<file path="config.mk">
export PLATFORM = sky130hd
export DESIGN_NAME = operand_issue_unit
export DESIGN_NICKNAME = d
export VERILOG_FILES = /design/src/rtl/simplerisc_pkg.sv /design/src/rtl/simplerisc_regfile.sv /design/src/rtl/operand_issue_unit.sv
export SDC_FILE = /design/constraint.sdc
export NUM_CORES = 1
export LEC_CHECK = 0
export ABC_AREA = 0
export CAP_MARGIN = 20
export CORE_MARGIN = 3
export CORE_UTILIZATION = 55
export DETAILED_ROUTE_END_ITERATION = 12
export DONT_BUFFER_PORTS = 1
export PLACE_DENSITY_LB_ADDON = 0.08
export SLEW_MARGIN = 0
export SYNTH_ARGS = -nofsm -noshare
export SYNTH_HDL_FRONTEND = slang
export SYNTH_HIERARCHICAL = 1
export SYNTH_SLANG_ARGS = --single-unit
</file>
<file path="constraint.sdc">
create_clock -name clk -period 5.7 [get_ports clk]
set_clock_uncertainty 0.1 [all_clocks]
set_input_delay 1.71 -clock clk [delete_from_list [all_inputs] [get_ports clk]]
set_output_delay 1.71 -clock clk [all_outputs]
set_load 0.05 [all_outputs]
</file>
<file path="src/rtl/simplerisc_pkg.sv">
// Shared SimpleRisc definitions: opcodes, immediate modifiers, instruction field
// slicing and the issue-entry layout used by the operand/issue stage.
package simplerisc_pkg;

  localparam int XLEN  = 32;
  localparam int NREGS = 16;

  localparam logic [4:0] OP_ADD = 5'd0;
  localparam logic [4:0] OP_SUB = 5'd1;
  localparam logic [4:0] OP_MUL = 5'd2;
  localparam logic [4:0] OP_DIV = 5'd3;
  localparam logic [4:0] OP_MOD = 5'd4;
  localparam logic [4:0] OP_CMP = 5'd5;
  localparam logic [4:0] OP_AND = 5'd6;
  localparam logic [4:0] OP_OR  = 5'd7;
  localparam logic [4:0] OP_NOT = 5'd8;
  localparam logic [4:0] OP_MOV = 5'd9;
  localparam logic [4:0] OP_LSL = 5'd10;
  localparam logic [4:0] OP_LSR = 5'd11;
  localparam logic [4:0] OP_ASR = 5'd12;
  localparam logic [4:0] OP_NOP = 5'd13;
  localparam logic [4:0] OP_LD  = 5'd14;
  localparam logic [4:0] OP_ST  = 5'd15;
  localparam logic [4:0] OP_BEQ = 5'd16;
  localparam logic [4:0] OP_BGT = 5'd17;
  localparam logic [4:0] OP_B   = 5'd18;
  localparam logic [4:0] OP_CALL = 5'd19;
  localparam logic [4:0] OP_RET = 5'd20;

  localparam logic [1:0] MOD_DEF = 2'b00;
  localparam logic [1:0] MOD_U   = 2'b01;
  localparam logic [1:0] MOD_H   = 2'b10;

  localparam logic [4:0] ALU_ADD = 5'd0;

  typedef struct packed {
    logic [XLEN-1:0] op1;
    logic [XLEN-1:0] op2;
    logic [XLEN-1:0] immx;
    logic            is_imm;
    logic [4:0]      alu;
    logic [XLEN-1:0] store_data;
    logic [3:0]      rd;
    logic            writes;
  } issue_entry_t;

  function automatic logic [4:0] f_opc(input logic [31:0] inst);
    return inst[31:27];
  endfunction

  function automatic logic f_ibit(input logic [31:0] inst);
    return inst[26];
  endfunction

  function automatic logic [3:0] f_rd(input logic [31:0] inst);
    return inst[25:22];
  endfunction

  function automatic logic [3:0] f_rs1(input logic [31:0] inst);
    return inst[21:18];
  endfunction

  function automatic logic [3:0] f_rs2(input logic [31:0] inst);
    return inst[17:14];
  endfunction

  // mod 11 is treated like the default signed form.
  function automatic logic [XLEN-1:0] f_immx(input logic [31:0] inst);
    logic [15:0] imm16;
    logic [XLEN-1:0] res;
    imm16 = inst[15:0];
    case (inst[17:16])
      MOD_U:   res = {16'h0000, imm16};
      MOD_H:   res = {imm16, 16'h0000};
      default: res = {{16{imm16[15]}}, imm16};
    endcase
    return res;
  endfunction

endpackage

</file>
<file path="src/rtl/simplerisc_regfile.sv">
// 16x32 register file with three asynchronous read ports and one write port;
// reads of the register being written this cycle see the incoming data.
module simplerisc_regfile
  import simplerisc_pkg::*;
(
  input  logic            clk,
  input  logic            rst_n,
  input  logic            we_i,
  input  logic [3:0]      waddr_i,
  input  logic [XLEN-1:0] wdata_i,
  input  logic [3:0]      raddr0_i,
  input  logic [3:0]      raddr1_i,
  input  logic [3:0]      raddr2_i,
  output logic [XLEN-1:0] rdata0_o,
  output logic [XLEN-1:0] rdata1_o,
  output logic [XLEN-1:0] rdata2_o
);

  logic [XLEN-1:0] mem_q [NREGS];

  // Storage update: clear everything on reset, otherwise take the writeback.
  always_ff @(posedge clk or negedge rst_n) begin
    if (!rst_n) begin
      for (int i = 0; i < NREGS; i++) begin
        mem_q[i] <= '0;
      end
    end else if (we_i) begin
      mem_q[waddr_i] <= wdata_i;
    end
  end

  assign rdata0_o = (we_i && (waddr_i == raddr0_i)) ? wdata_i : mem_q[raddr0_i];
  assign rdata1_o = (we_i && (waddr_i == raddr1_i)) ? wdata_i : mem_q[raddr1_i];
  assign rdata2_o = (we_i && (waddr_i == raddr2_i)) ? wdata_i : mem_q[raddr2_i];

endmodule

</file>
<file path="src/rtl/operand_issue_unit.sv">
// SimpleRisc decode/operand-fetch stage: reads operands, builds the immediate,
// stalls on scoreboard hazards and issues into a one-entry register toward EX.
module operand_issue_unit
  import simplerisc_pkg::*;
(
  input  logic            clk,
  input  logic            rst_n,
  input  logic            instValid,
  input  logic [31:0]     inst,
  output logic            instReady,
  input  logic            flush,
  input  logic            wbEn,
  input  logic [3:0]      wbRd,
  input  logic [XLEN-1:0] wbData,
  output logic [XLEN-1:0] op1,
  output logic [XLEN-1:0] op2,
  output logic [XLEN-1:0] immx,
  output logic            isImmediate,
  output logic [4:0]      aluSignals,
  output logic [XLEN-1:0] storeData,
  output logic [3:0]      issueRd,
  output logic            issueWrites,
  output logic            issueValid,
  input  logic            issueReady
);

  logic [4:0]      opc_s;
  logic            ibit_s;
  logic [3:0]      rd_s, rs1_s, rs2_s;
  logic [XLEN-1:0] rs1_val_s, rs2_val_s, rd_val_s;
  logic            is_alu_s, is_ld_s, is_st_s, issuable_s, writes_s;
  logic            use_rs1_s, use_rs2_s;
  logic            busy_rs1_s, busy_rs2_s, busy_rd_s, hazard_s, accept_s;
  logic [NREGS-1:0] pending_q, pending_d, set_mask_s, clr_mask_s;
  issue_entry_t    entry_q, entry_d, new_entry_s;
  logic            valid_q, valid_d;

  assign opc_s  = f_opc(inst);
  assign ibit_s = f_ibit(inst);
  assign rd_s   = f_rd(inst);
  assign rs1_s  = f_rs1(inst);
  assign rs2_s  = f_rs2(inst);

  simplerisc_regfile u_regfile (
    .clk      (clk),
    .rst_n    (rst_n),
    .we_i     (wbEn),
    .waddr_i  (wbRd),
    .wdata_i  (wbData),
    .raddr0_i (rs1_s),
    .raddr1_i (rs2_s),
    .raddr2_i (rd_s),
    .rdata0_o (rs1_val_s),
    .rdata1_o (rs2_val_s),
    .rdata2_o (rd_val_s)
  );

  assign is_alu_s   = (opc_s <= OP_ASR);
  assign is_ld_s    = (opc_s == OP_LD);
  assign is_st_s    = (opc_s == OP_ST);
  assign issuable_s = is_alu_s | is_ld_s | is_st_s;
  assign writes_s   = (is_alu_s & (opc_s != OP_CMP)) | is_ld_s;
  assign use_rs1_s  = (is_alu_s & (opc_s != OP_MOV) & (opc_s != OP_NOT)) | is_ld_s | is_st_s;
  assign use_rs2_s  = issuable_s & ~ibit_s;

  // A pending register being written back this cycle no longer blocks.
  assign busy_rs1_s = pending_q[rs1_s] & ~(wbEn & (wbRd == rs1_s));
  assign busy_rs2_s = pending_q[rs2_s] & ~(wbEn & (wbRd == rs2_s));
  assign busy_rd_s  = pending_q[rd_s]  & ~(wbEn & (wbRd == rd_s));

  assign hazard_s = issuable_s & ((use_rs1_s & busy_rs1_s) | (use_rs2_s & busy_rs2_s) |
                                  ((is_st_s | writes_s) & busy_rd_s));
  assign accept_s  = instValid & ~flush & ~hazard_s & (~valid_q | issueReady);
  assign instReady = accept_s;

  // Operand set for the instruction currently offered by fetch.
  always_comb begin
    new_entry_s            = '0;
    new_entry_s.op1        = rs1_val_s;
    new_entry_s.op2        = rs2_val_s;
    new_entry_s.immx       = f_immx(inst);
    new_entry_s.is_imm     = is_alu_s ? ibit_s : 1'b1;
    new_entry_s.alu        = is_alu_s ? opc_s : ALU_ADD;
    new_entry_s.store_data = is_st_s ? rd_val_s : '0;
    new_entry_s.rd         = rd_s;
    new_entry_s.writes     = writes_s;
  end

  // Next state of the output entry; flush wins over any load or drain.
  always_comb begin
    entry_d = entry_q;
    valid_d = valid_q;
    if (flush) begin
      valid_d = 1'b0;
    end else if (accept_s && issuable_s) begin
      entry_d = new_entry_s;
      valid_d = 1'b1;
    end else if (issueReady) begin
      valid_d = 1'b0;
    end else begin
      valid_d = valid_q;
    end
  end

  // Scoreboard next state; the set mask is applied last so set beats clear.
  always_comb begin
    set_mask_s = (accept_s && issuable_s && writes_s) ? (NREGS'(1) << rd_s) : '0;
    clr_mask_s = (wbEn ? (NREGS'(1) << wbRd) : '0) |
                 ((flush && valid_q && entry_q.writes) ? (NREGS'(1) << entry_q.rd) : '0);
    pending_d  = (pending_q & ~clr_mask_s) | set_mask_s;
  end

  // State registers.
  always_ff @(posedge clk or negedge rst_n) begin
    if (!rst_n) begin
      entry_q   <= '0;
      valid_q   <= 1'b0;
      pending_q <= '0;
    end else begin
      entry_q   <= entry_d;
      valid_q   <= valid_d;
      pending_q <= pending_d;
    end
  end

  assign op1         = entry_q.op1;
  assign op2         = entry_q.op2;
  assign immx        = entry_q.immx;
  assign isImmediate = entry_q.is_imm;
  assign aluSignals  = entry_q.alu;
  assign storeData   = entry_q.store_data;
  assign issueRd     = entry_q.rd;
  assign issueWrites = entry_q.writes;
  assign issueValid  = valid_q;

endmodule

</file>
==> qor.yml, run 1 <==
clock_tree:
  clock_sinks: 668
  cts_tree: "done"
  cts_setup_buffers: 0
  hold_buffers: 0
  clock_latency_ns: 0.62
  ctsResizeCount: 0
  clk_pin_slew_worst_paths_ns: 0.05
  cts_root_buffer: "clkbuf_16"
  numCtsBuffers: 76
  cts.path.max_buffers: 3
  htreeDepth: 3
sta:
  fin_setup_tns_ns: 0
  worst_slew_pin_slew_ns: 2.44
  finalMaxSlewViolations: 269
  setup-violations-final: 0
  fin_crit_ns: 5.24
  rsz0062_at_grt: "no"
  hold_viol: 0
  fmax_mhz: 191
  period_share_pct: 91.9
  max_slew_margin_pct: -62.7
floorplanning:
  die_x_um: 273
  row_count: 97
  core_area_um2: 70300
  dieHeight_um: 273
  ios: 215
  die_area_um2: 74300
  initial_core_util_pct: 55.6
yosys:
  syn_inst: 2715
  postSynthAreaPerCell_um2: 14.4
  yosysWarnings: 6
  synthArstFlopShare_pct: 100
  synth.area.top_cells: "dfrtp_1 43%, mux4_2 23%, mux2_2 16%, a22oi_1 3.6%, mux2_1 2.7%"
  synth.top_cell.area_share_pct: 42.8
  yosysMostFrequentCell: "dfrtp_1"
  synth_nets: 2791
  synth_common_cells: "668 x dfrtp_1, 556 x mux2_2, 399 x mux4_2"
  synth_fa_ha_area_share_pct: 0.0640
  synth_mux_area_share_pct: 44.6
  synth-simple-area-share_pct: 3.04
  synth_area_leader_cell: "dfrtp_1"
  yosys.cell_types.count: 44
  synthXorXnorAreaFrac_pct: 0.538
  synth_edf_count: 0
  synth_area_um2: 39100
  yosysSeqAreaShare_pct: 42.8
  synth_top_family_by_area: "multiplexers"
  synth-seq-cells: 668
  synth_compound_area_share_pct: 4.59
  synth_ff_type: "dfrtp_1"
pwr:
  power_leakage_nw: 17.0
  p_sw_share_pct: 32.1
  seqPwrFrac_pct: 49.1
  peakVddDrop_mv: 0.287
  power.switching_mw: 5.35
  power.clock.fraction_pct: 30.3
  p_comb_share_pct: 20.6
  p_int_mw: 11.3
  cellPowerDensity_nw_per_um2: 397
final_layout:
  final_area_um2: 42000
  layout-drive-gt1-share_pct: 45.5
  nets: 2619
  fill_cells: 5401
  syn_to_final_growth_pct: 7.33
  fin_cells: 3540
  antenna_cells: 0
status:
  status: "finished, violations left"
  failed_checks: "max-slew violations"
hold_path:
  min_from: "u_regfile/mem_q[37]"
  hp-class: "reg2reg"
place:
  place_congestion: 0.861
  post_dp_cell_area_um2: 39400
  port_buffers: 0
  place_inst: 3404
  dpl.hpwl_um: 61800
drt:
  vias: 25200
  viasPerCell: 7.13
  ant_nets: 0
  routed_wl_um: 113000
  drc: 0
  routedWlPerCell_um: 32.1
  firstDrtPassIters: 6
  drtIter0Drc: 2724
critical_path:
  start_kind: "input pin"
  critical_path_arrival_ns: 3.43
  crit_path_end_kind: "output port"
  cp-startpoint: "inst[22]"
  r2r_start: "pending_q[5]"
  path_max_fanout: 139
  path_class: "in2out"
  critical_path_required_ns: 3.89
global_routing:
  grt_usage_pct: 30.8
  overflow: 0
  grt_max_degree: 669
  grt_pass1_wl_um: 171000
  grt_pass1_vias: 26300
  antenna_found_initial: 0
job:
  cap_violations: 0
power by group through the flow:
stage / combinational (mW) / sequential [mW] / clock, mW
CTS: 3.43 / 8.15 / 5.15
floorplan: 3.09 / 7.86 / 0
global route: 3.67 / 8.34 / 5.36
finish: 3.43 / 8.17 / 5.06
detailed placement: 3.42 / 8.23 / 0
global placement: 3.32 / 8.12 / 0
sequential cells by signal, summed over array words and instances (netlist names):
register,count
aluSignals,5
issueValid,1
u_regfile/mem_q,512
issueWrites,1
op2,32
op1,32
immx,32
storeData,32
isImmediate,1
issueRd,4
pending_q,16
layout by cell type, fill, tap and decap left out, types with 8 or more instances in the layout:
cell type  instances
clkbuf_16         78
mux4_2           399
nand2b_1          10
nand4_1           16
clkbuf_1          20
dfrtp_1          668
mux2_1            93
a21oi_1           17
clkbuf_8          13
nor2_4            13
inv_1             73
o221ai_1          16
nand2_1          159
xnor2_1            9
xor2_1            15
mux2_2           556
a22oi_1          188
mux2_4            30
clkinv_2           8
bufinv_16          8
mux2i_1           69
o21ai_0           19
buf_4             39
routing by layer:
metal / up-vias / wire, um / global-route usage, %
li1: 10100 / - / -
met1: 13500 / 45400 / 42.7
met2: 1287 / 53800 / 48.8
met3: 281 / 10000 / 6.00
met4: 0 / 4290 / 11.3
met5: - / 0 / 0
cell families after synthesis:
| group | after synthesis |
|---|---|
| flops | 668 |
| buf+inv | 367 |
| compound gates | 248 |
| xor+xnor | 24 |
| fa+ha+maj | 2 |
| simple gates | 259 |
| mux | 1147 |
layout make-up:
type                       count  area, um2  area share (%)
inverter                      73        274           0.653
tap                          940       1180            2.80
clock inverter                24        354           0.844
clock buffer                 111       2210            5.26
sequential                   668      16700            39.8
multi-input combinational   1680      20800            49.7
timing repair buffer          44        393           0.936
final timing paths:
check                                       end  slack (ns)  depth (start not counted)
min in group asynchronous         storeData[21]        0.69                          0
hold / removal              u_regfile/mem_q[37]        0.42                          1
setup reg to reg                        op2[14]        2.71                          6
hold reg to reg             u_regfile/mem_q[37]        0.42                          1
max in group asynchronous  u_regfile/mem_q[324]        2.88                          0
setup / recovery                      instReady        0.46                          7
critical path, cell delays in order:
cell,delay [ns]
mux4_2,0.46
mux2i_1,0.06
mux2_2,0.27
o32a_1,0.20
a21oi_1,0.29
nor2_2,0.07
buf_4,0.19
stage by stage:
step | utilization [%] | worst slack (ns) | total power, mW | hold slack, ns
2_1_floorplan | - | 0.111 | 10.9 | 0.387
3_3_place_gp | 56.1 | 0.531 | 11.4 | 0.398
3_5_place_dp | 56.1 | 0.552 | 11.7 | 0.413
4_1_cts | 59.7 | 0.538 | 16.7 | 0.425
5_1_grt | 59.7 | 0.454 | 17.4 | 0.442
6_report | 59.7 | 0.460 | 16.7 | 0.424
(Power assumes the default switching activity.)
==> run 2, diff against run 1 <==
clock period = 6.2 ns   (was 5.7 ns; I/O delays follow)
==> run 2 against run 1 <==
The run still ends with max-slew violations left. Total power shrank 8.3%. Critical path depth shrank 1. Flip-flop and latch count is the same. Final cell count is essentially flat. Die area is the same. Global-route usage shrank 0.57 points. Clock power shrank 8.7%. Largest cell class unchanged. Highest routed layer is now met5.
==> qor.yml, run 2 (synthesis gave the netlist of run 1 again) <==
floorplanning:
  die_x_um: 273
  core_area_um2: 70300
  dieHeight_um: 273
  row_count: 97
  ios: 215
  die_area_um2: 74300
  initial_core_util_pct: 55.6
place:
  place_inst: 3405
  port_buffers: 0
  dpl.hpwl_um: 62400
  place_congestion: 0.849
  pre_cts_ws_ns: 0.759
  post_dp_cell_area_um2: 39400
final_layout:
  syn_to_final_growth_pct: 7.38
  antenna_cells: 0
  largest_register: "u_regfile/mem_q"
  layout_commonest_cell: "dfrtp_1"
  seqCellArea_um2: 16700
  fin_cells: 3539
  final_area_um2: 42000
  multiInputGateArea_um2: 20800
  nets: 2619
  layout-drive-gt1-share_pct: 45.5
  fill_cells: 5363
  largest_reg_flops: 512
  layout_common_cells: "668 x dfrtp_1, 556 x mux2_2, 399 x mux4_2"
clock_tree:
  cts_tree: "done"
  clk_pin_slew_worst_paths_ns: 0.05
  ctsResizeCount: 0
  clock_sinks: 668
  hold_buffers: 0
  cts_root_buffer: "clkbuf_16"
  htreeDepth: 3
  numCtsBuffers: 74
  clock_latency_ns: 0.62
  cts_setup_buffers: 0
  cts.path.max_buffers: 3
job:
  cap_violations: 0
global_routing:
  grt_usage_pct: 30.2
  overflow: 0
  grt_pass1_vias: 25900
  grt_max_degree: 669
  antenna_found_initial: 3
  grt_pass1_wl_um: 168000
pwr:
  p_comb_share_pct: 20.6
  power.switching_mw: 4.89
  peakVddDrop_mv: 0.264
  power_leakage_nw: 17.0
  p_sw_share_pct: 32.0
  power.clock.fraction_pct: 30.2
  cellPowerDensity_nw_per_um2: 364
  p_int_mw: 10.4
  seqPwrFrac_pct: 49.1
critical_path:
  cp-startpoint: "inst[18]"
  r2r_cells: 6
  critical_path_arrival_ns: 3.51
  path_class: "in2out"
  rrSetupSlack_ns: 3.17
  max_stage_delay_ns: 0.51
  cpMostUsedCell: "mux4_2"
  crit_path_end_kind: "output port"
  path_max_fanout: 134
  critical_path_required_ns: 4.24
  r2r_start: "pending_q[5]"
  path_cells: "mux4_2, mux4_2, o311ai_1, a21oi_1, nor2_1, buf_4"
  start_kind: "input pin"
  cp_slowest_cell: "mux4_2"
  reg2reg_to: "op2[31]"
drt:
  vias: 24800
  routedWlPerCell_um: 31.7
  drc: 0
  firstDrtPassIters: 6
  viasPerCell: 7.01
  routed_wl_um: 112000
  drtIter0Drc: 2349
  ant_nets: 0
sta:
  period_share_pct: 88.1
  fmax_mhz: 183
  max_slew_margin_pct: -136
  hold_viol: 0
  finalMaxSlewViolations: 478
  fin_setup_tns_ns: 0
  worst_slew_pin_slew_ns: 3.54
  fin_crit_ns: 5.47
  rsz0062_at_grt: "no"
  fin_ws_ns: 0.735
  setup-violations-final: 0
hold_path:
  hold_path_depth: 1
  min_to: "u_regfile/mem_q[56]"
  hp-class: "reg2reg"
  min_from: "u_regfile/mem_q[56]"
status:
  failed_checks: "max-slew violations"
  status: "finished, violations left"
## run 2: cell count changes in the layout (fill, tap and decap cells not counted)
| cell | delta |
|---|---|
| nor2_1 | +1 |
| bufinv_16 | -2 |
| clkbuf_8 | +6 |
| clkinv_8 | -1 |
| inv_6 | -3 |
| buf_4 | +1 |
| clkinvlp_4 | -1 |
| buf_16 | +1 |
| clkbuf_1 | -3 |
| nor2_2 | -1 |
| clkbuf_16 | +1 |
## run 2: per-layer routing
| metal | wire length [um] | up-vias | track usage [%] |
|---|---|---|---|
| li1 | - | 10200 | - |
| met4 | 4110 | 2 | 10.2 |
| met5 | 13 | - | 0 |
| met3 | 8640 | 285 | 6.08 |
| met2 | 53800 | 1124 | 48.7 |
| met1 | 45600 | 13300 | 41.4 |
## run 2: how the worst max path moves through the flow
stage,to,slack (ns),depth (start not counted)
after floorplan,instReady,0.09,7
after global placement,instReady,0.76,6
after detailed placement,instReady,0.76,6
after CTS,instReady,0.75,6
after global routing,instReady,0.64,6
final,instReady,0.73,6
## run 2: power by group through the flow
stage          sequential [mW]  clock, mW  combinational (mW)
3_5_place_dp              7.57          0                3.14
2_1_floorplan             7.23          0                2.84
4_1_cts                   7.50       4.71                3.15
5_1_grt                   7.67       4.88                3.36
6_report                  7.51       4.62                3.15
3_3_place_gp              7.46          0                3.04
## run 2: worst max-delay path, delay by kind of cell
family,cells,cell delay (ns)
multiplexers,2,0.99
AO/OA/AOI/OAI,2,0.29
buffers and inverters,1,0.20
AND/OR/NAND/NOR,1,0.11
## run 2: final cells by class
type                            instances  area share (%)
Sequential cell                       668            39.8
Inverter                               73           0.653
Tap cell                              940            2.80
Multi-Input combinational cell       1680            49.6
Timing Repair Buffer                   46            1.02
Clock buffer                          115            5.48
Clock inverter                         17           0.581
## run 2: stage by stage
| step | util (%) | power (mW) | hold slack, ns |
|---|---|---|---|
| after floorplan | - | 10.1 | 0.387 |
| after CTS | 59.7 | 15.4 | 0.424 |
| after global placement | 56.0 | 10.5 | 0.398 |
| after global routing | 59.7 | 15.9 | 0.442 |
| final | 59.7 | 15.3 | 0.426 |
| after detailed placement | 56.1 | 10.7 | 0.412 |
==> run 3, diff against run 2 <==
--- a/config.mk
+++ b/config.mk
@@ -13,3 +13,3 @@
 export DONT_BUFFER_PORTS = 1
-export PLACE_DENSITY_LB_ADDON = 0.08
+export PLACE_DENSITY = 0.7
 export SLEW_MARGIN = 0
==> constraint.sdc (replaced) <==
create_clock -name clk -period 6.2 [get_ports clk]
set_clock_uncertainty 0.1 [all_clocks]
set_input_delay 0.93 -clock clk [delete_from_list [all_inputs] [get_ports clk]]
set_output_delay 0.93 -clock clk [all_outputs]
set_load 0.05 [all_outputs]
==> run 3 against run 2 <==
The flow finishes with violations (negative hold slack, max-slew violations). Critical path type is now reg2out. Global-route usage decreased by 0.55 points. Design area decreased by 0.56%. Flip-flop and latch count unchanged. Combinational power about the same. Maximum frequency increased by 26%. Largest power group unchanged. Via count increased by 0.47%. Clock power decreased by 4.5%. Critical path depth unchanged. Final cell count decreased by 0.17%. Total power decreased by 1.2%. Hold slack got worse by 0.51 ns.
==> qor.yml, run 3 (synthesis gave the netlist of run 1 again) <==
status:
  status: "finished, violations left"
  failed_checks: "negative hold slack, max-slew violations"
final_layout:
  final_util_pct: 59.4
  largest_register: "u_regfile/mem_q"
  largest_reg_flops: 512
  layout-drive-gt1-share_pct: 45.3
  syn_to_final_growth_pct: 6.78
  nets: 2610
  fin_cells: 3533
  layout_common_cells: "668 x dfrtp_1, 556 x mux2_2, 399 x mux4_2"
  layout_commonest_cell: "dfrtp_1"
  fill_cells: 5332
sta:
  max_slew_margin_pct: -55.7
  rsz0062_at_grt: "no"
  worst_slew_pin_slew_ns: 2.34
  finalMaxSlewViolations: 561
  period_share_pct: 70.1
  fmax_mhz: 230
  hold_viol: 13
  fin_crit_ns: 4.34
  fin_setup_tns_ns: 0
  whs_ns: -0.0859
  setup-violations-final: 0
global_routing:
  grt_max_degree: 669
  grt_usage_pct: 29.6
  grt_pass1_wl_um: 166000
  overflow: 0
  antenna_found_initial: 2
  grt_pass1_vias: 26400
drt:
  drtIter0Drc: 2584
  firstDrtPassIters: 8
  viasPerCell: 7.06
  ant_nets: 0
  vias: 24900
  routedWlPerCell_um: 31.1
  drc: 0
  routed_wl_um: 110000
floorplanning:
  row_count: 97
  dieHeight_um: 273
  core_area_um2: 70300
  ios: 215
  die_area_um2: 74300
  die_x_um: 273
  initial_core_util_pct: 55.6
critical_path:
  path_class: "reg2out"
  path_max_fanout: 13
  start_kind: "flip-flop"
  critical_path_required_ns: 5.17
  critical_path_arrival_ns: 3.31
  crit_path_end_kind: "output port"
clock_tree:
  cts_tree: "done"
  clock_sinks: 668
  clock_latency_ns: 0.61
  numCtsBuffers: 73
  cts_root_buffer: "clkbuf_16"
  clk_pin_slew_worst_paths_ns: 0.06
  cts.path.max_buffers: 3
  htreeDepth: 3
pwr:
  cellPowerDensity_nw_per_um2: 362
  peakVddDrop_mv: 0.253
  power_leakage_nw: 16.9
place:
  dpl.hpwl_um: 58100
  place_congestion: 0.854
  place_inst: 3397
  port_buffers: 0
job:
  cap_violations: 0
hold_path:
  hp-class: "in2async"
## run 3: what timing repair did
| action | CTS | global route |
|---|---|---|
| hold endpoints to repair | 529 | 236 |
| resized for setup | 0 | 0 |
| setup buffers | 0 | 0 |
## run 3: per-layer routing
metal	GRT usage [%]	routed length (um)	up-vias
met1	39.3	42400	13200
met5	0	0	-
met3	6.57	9950	321
met4	11.8	4710	0
li1	-	-	10100
met2	47.9	52700	1322
## run 3: worst paths after layout
check	from	endpoint	slack, ns	cells after the start
min reg2reg	u_regfile/mem_q[73]	u_regfile/mem_q[73]	0.43	1
min	rst_n	immx[3]	-0.09	0
max in group asynchronous	rst_n	u_regfile/mem_q[310]	4.22	0
max	pending_q[7]	instReady	1.86	6
min in group clk	flush	issueValid	0.32	1
max reg2reg	pending_q[7]	op2[12]	2.90	6
## run 3: cell type report
class                           instances  area [um2]  share of cell area (%)
Antenna cell                            1        2.50                 0.00599
Sequential cell                       668       16700                    40.0
Clock buffer                          111        2190                    5.25
Clock inverter                         22         234                   0.561
Multi-Input combinational cell       1680       20800                    49.9
Tap cell                              940        1180                    2.82
Inverter                               73         274                   0.656
Timing Repair Buffer                   38         310                   0.743
## run 3: stage by stage
| stage | total power, mW | worst slack, ns | hold WS [ns] | instance area (um2) |
|---|---|---|---|---|
| 6_report | 15.1 | 1.86 | -0.0859 | 41700 |
| 5_1_grt | 15.7 | 1.76 | -0.107 | 41700 |
| 4_1_cts | 15.2 | 1.76 | -0.122 | 41700 |
| 3_5_place_dp | 10.7 | 1.83 | 0.414 | 39300 |
| 3_3_place_gp | 10.5 | 1.95 | 0.397 | 39300 |
| 2_1_floorplan | 10.1 | 1.95 | 0.387 | 39100 |
## run 3: report_power, final
group	leakage [nW]	switching, mW	internal [mW]
clock	1.18	1.80	2.61
sequential	8.29	2.09	5.44
combinational	7.43	1.00	2.15
total	16.9	4.89	10.2
## run 3: critical path, stage by stage, from the launching register on
cell      delay [ns]
dfrtp_1         0.44
mux4_2          0.50
mux4_2          0.47
o311ai_1        0.12
a21oi_1         0.24
buf_4           0.24
nor2_1          0.69
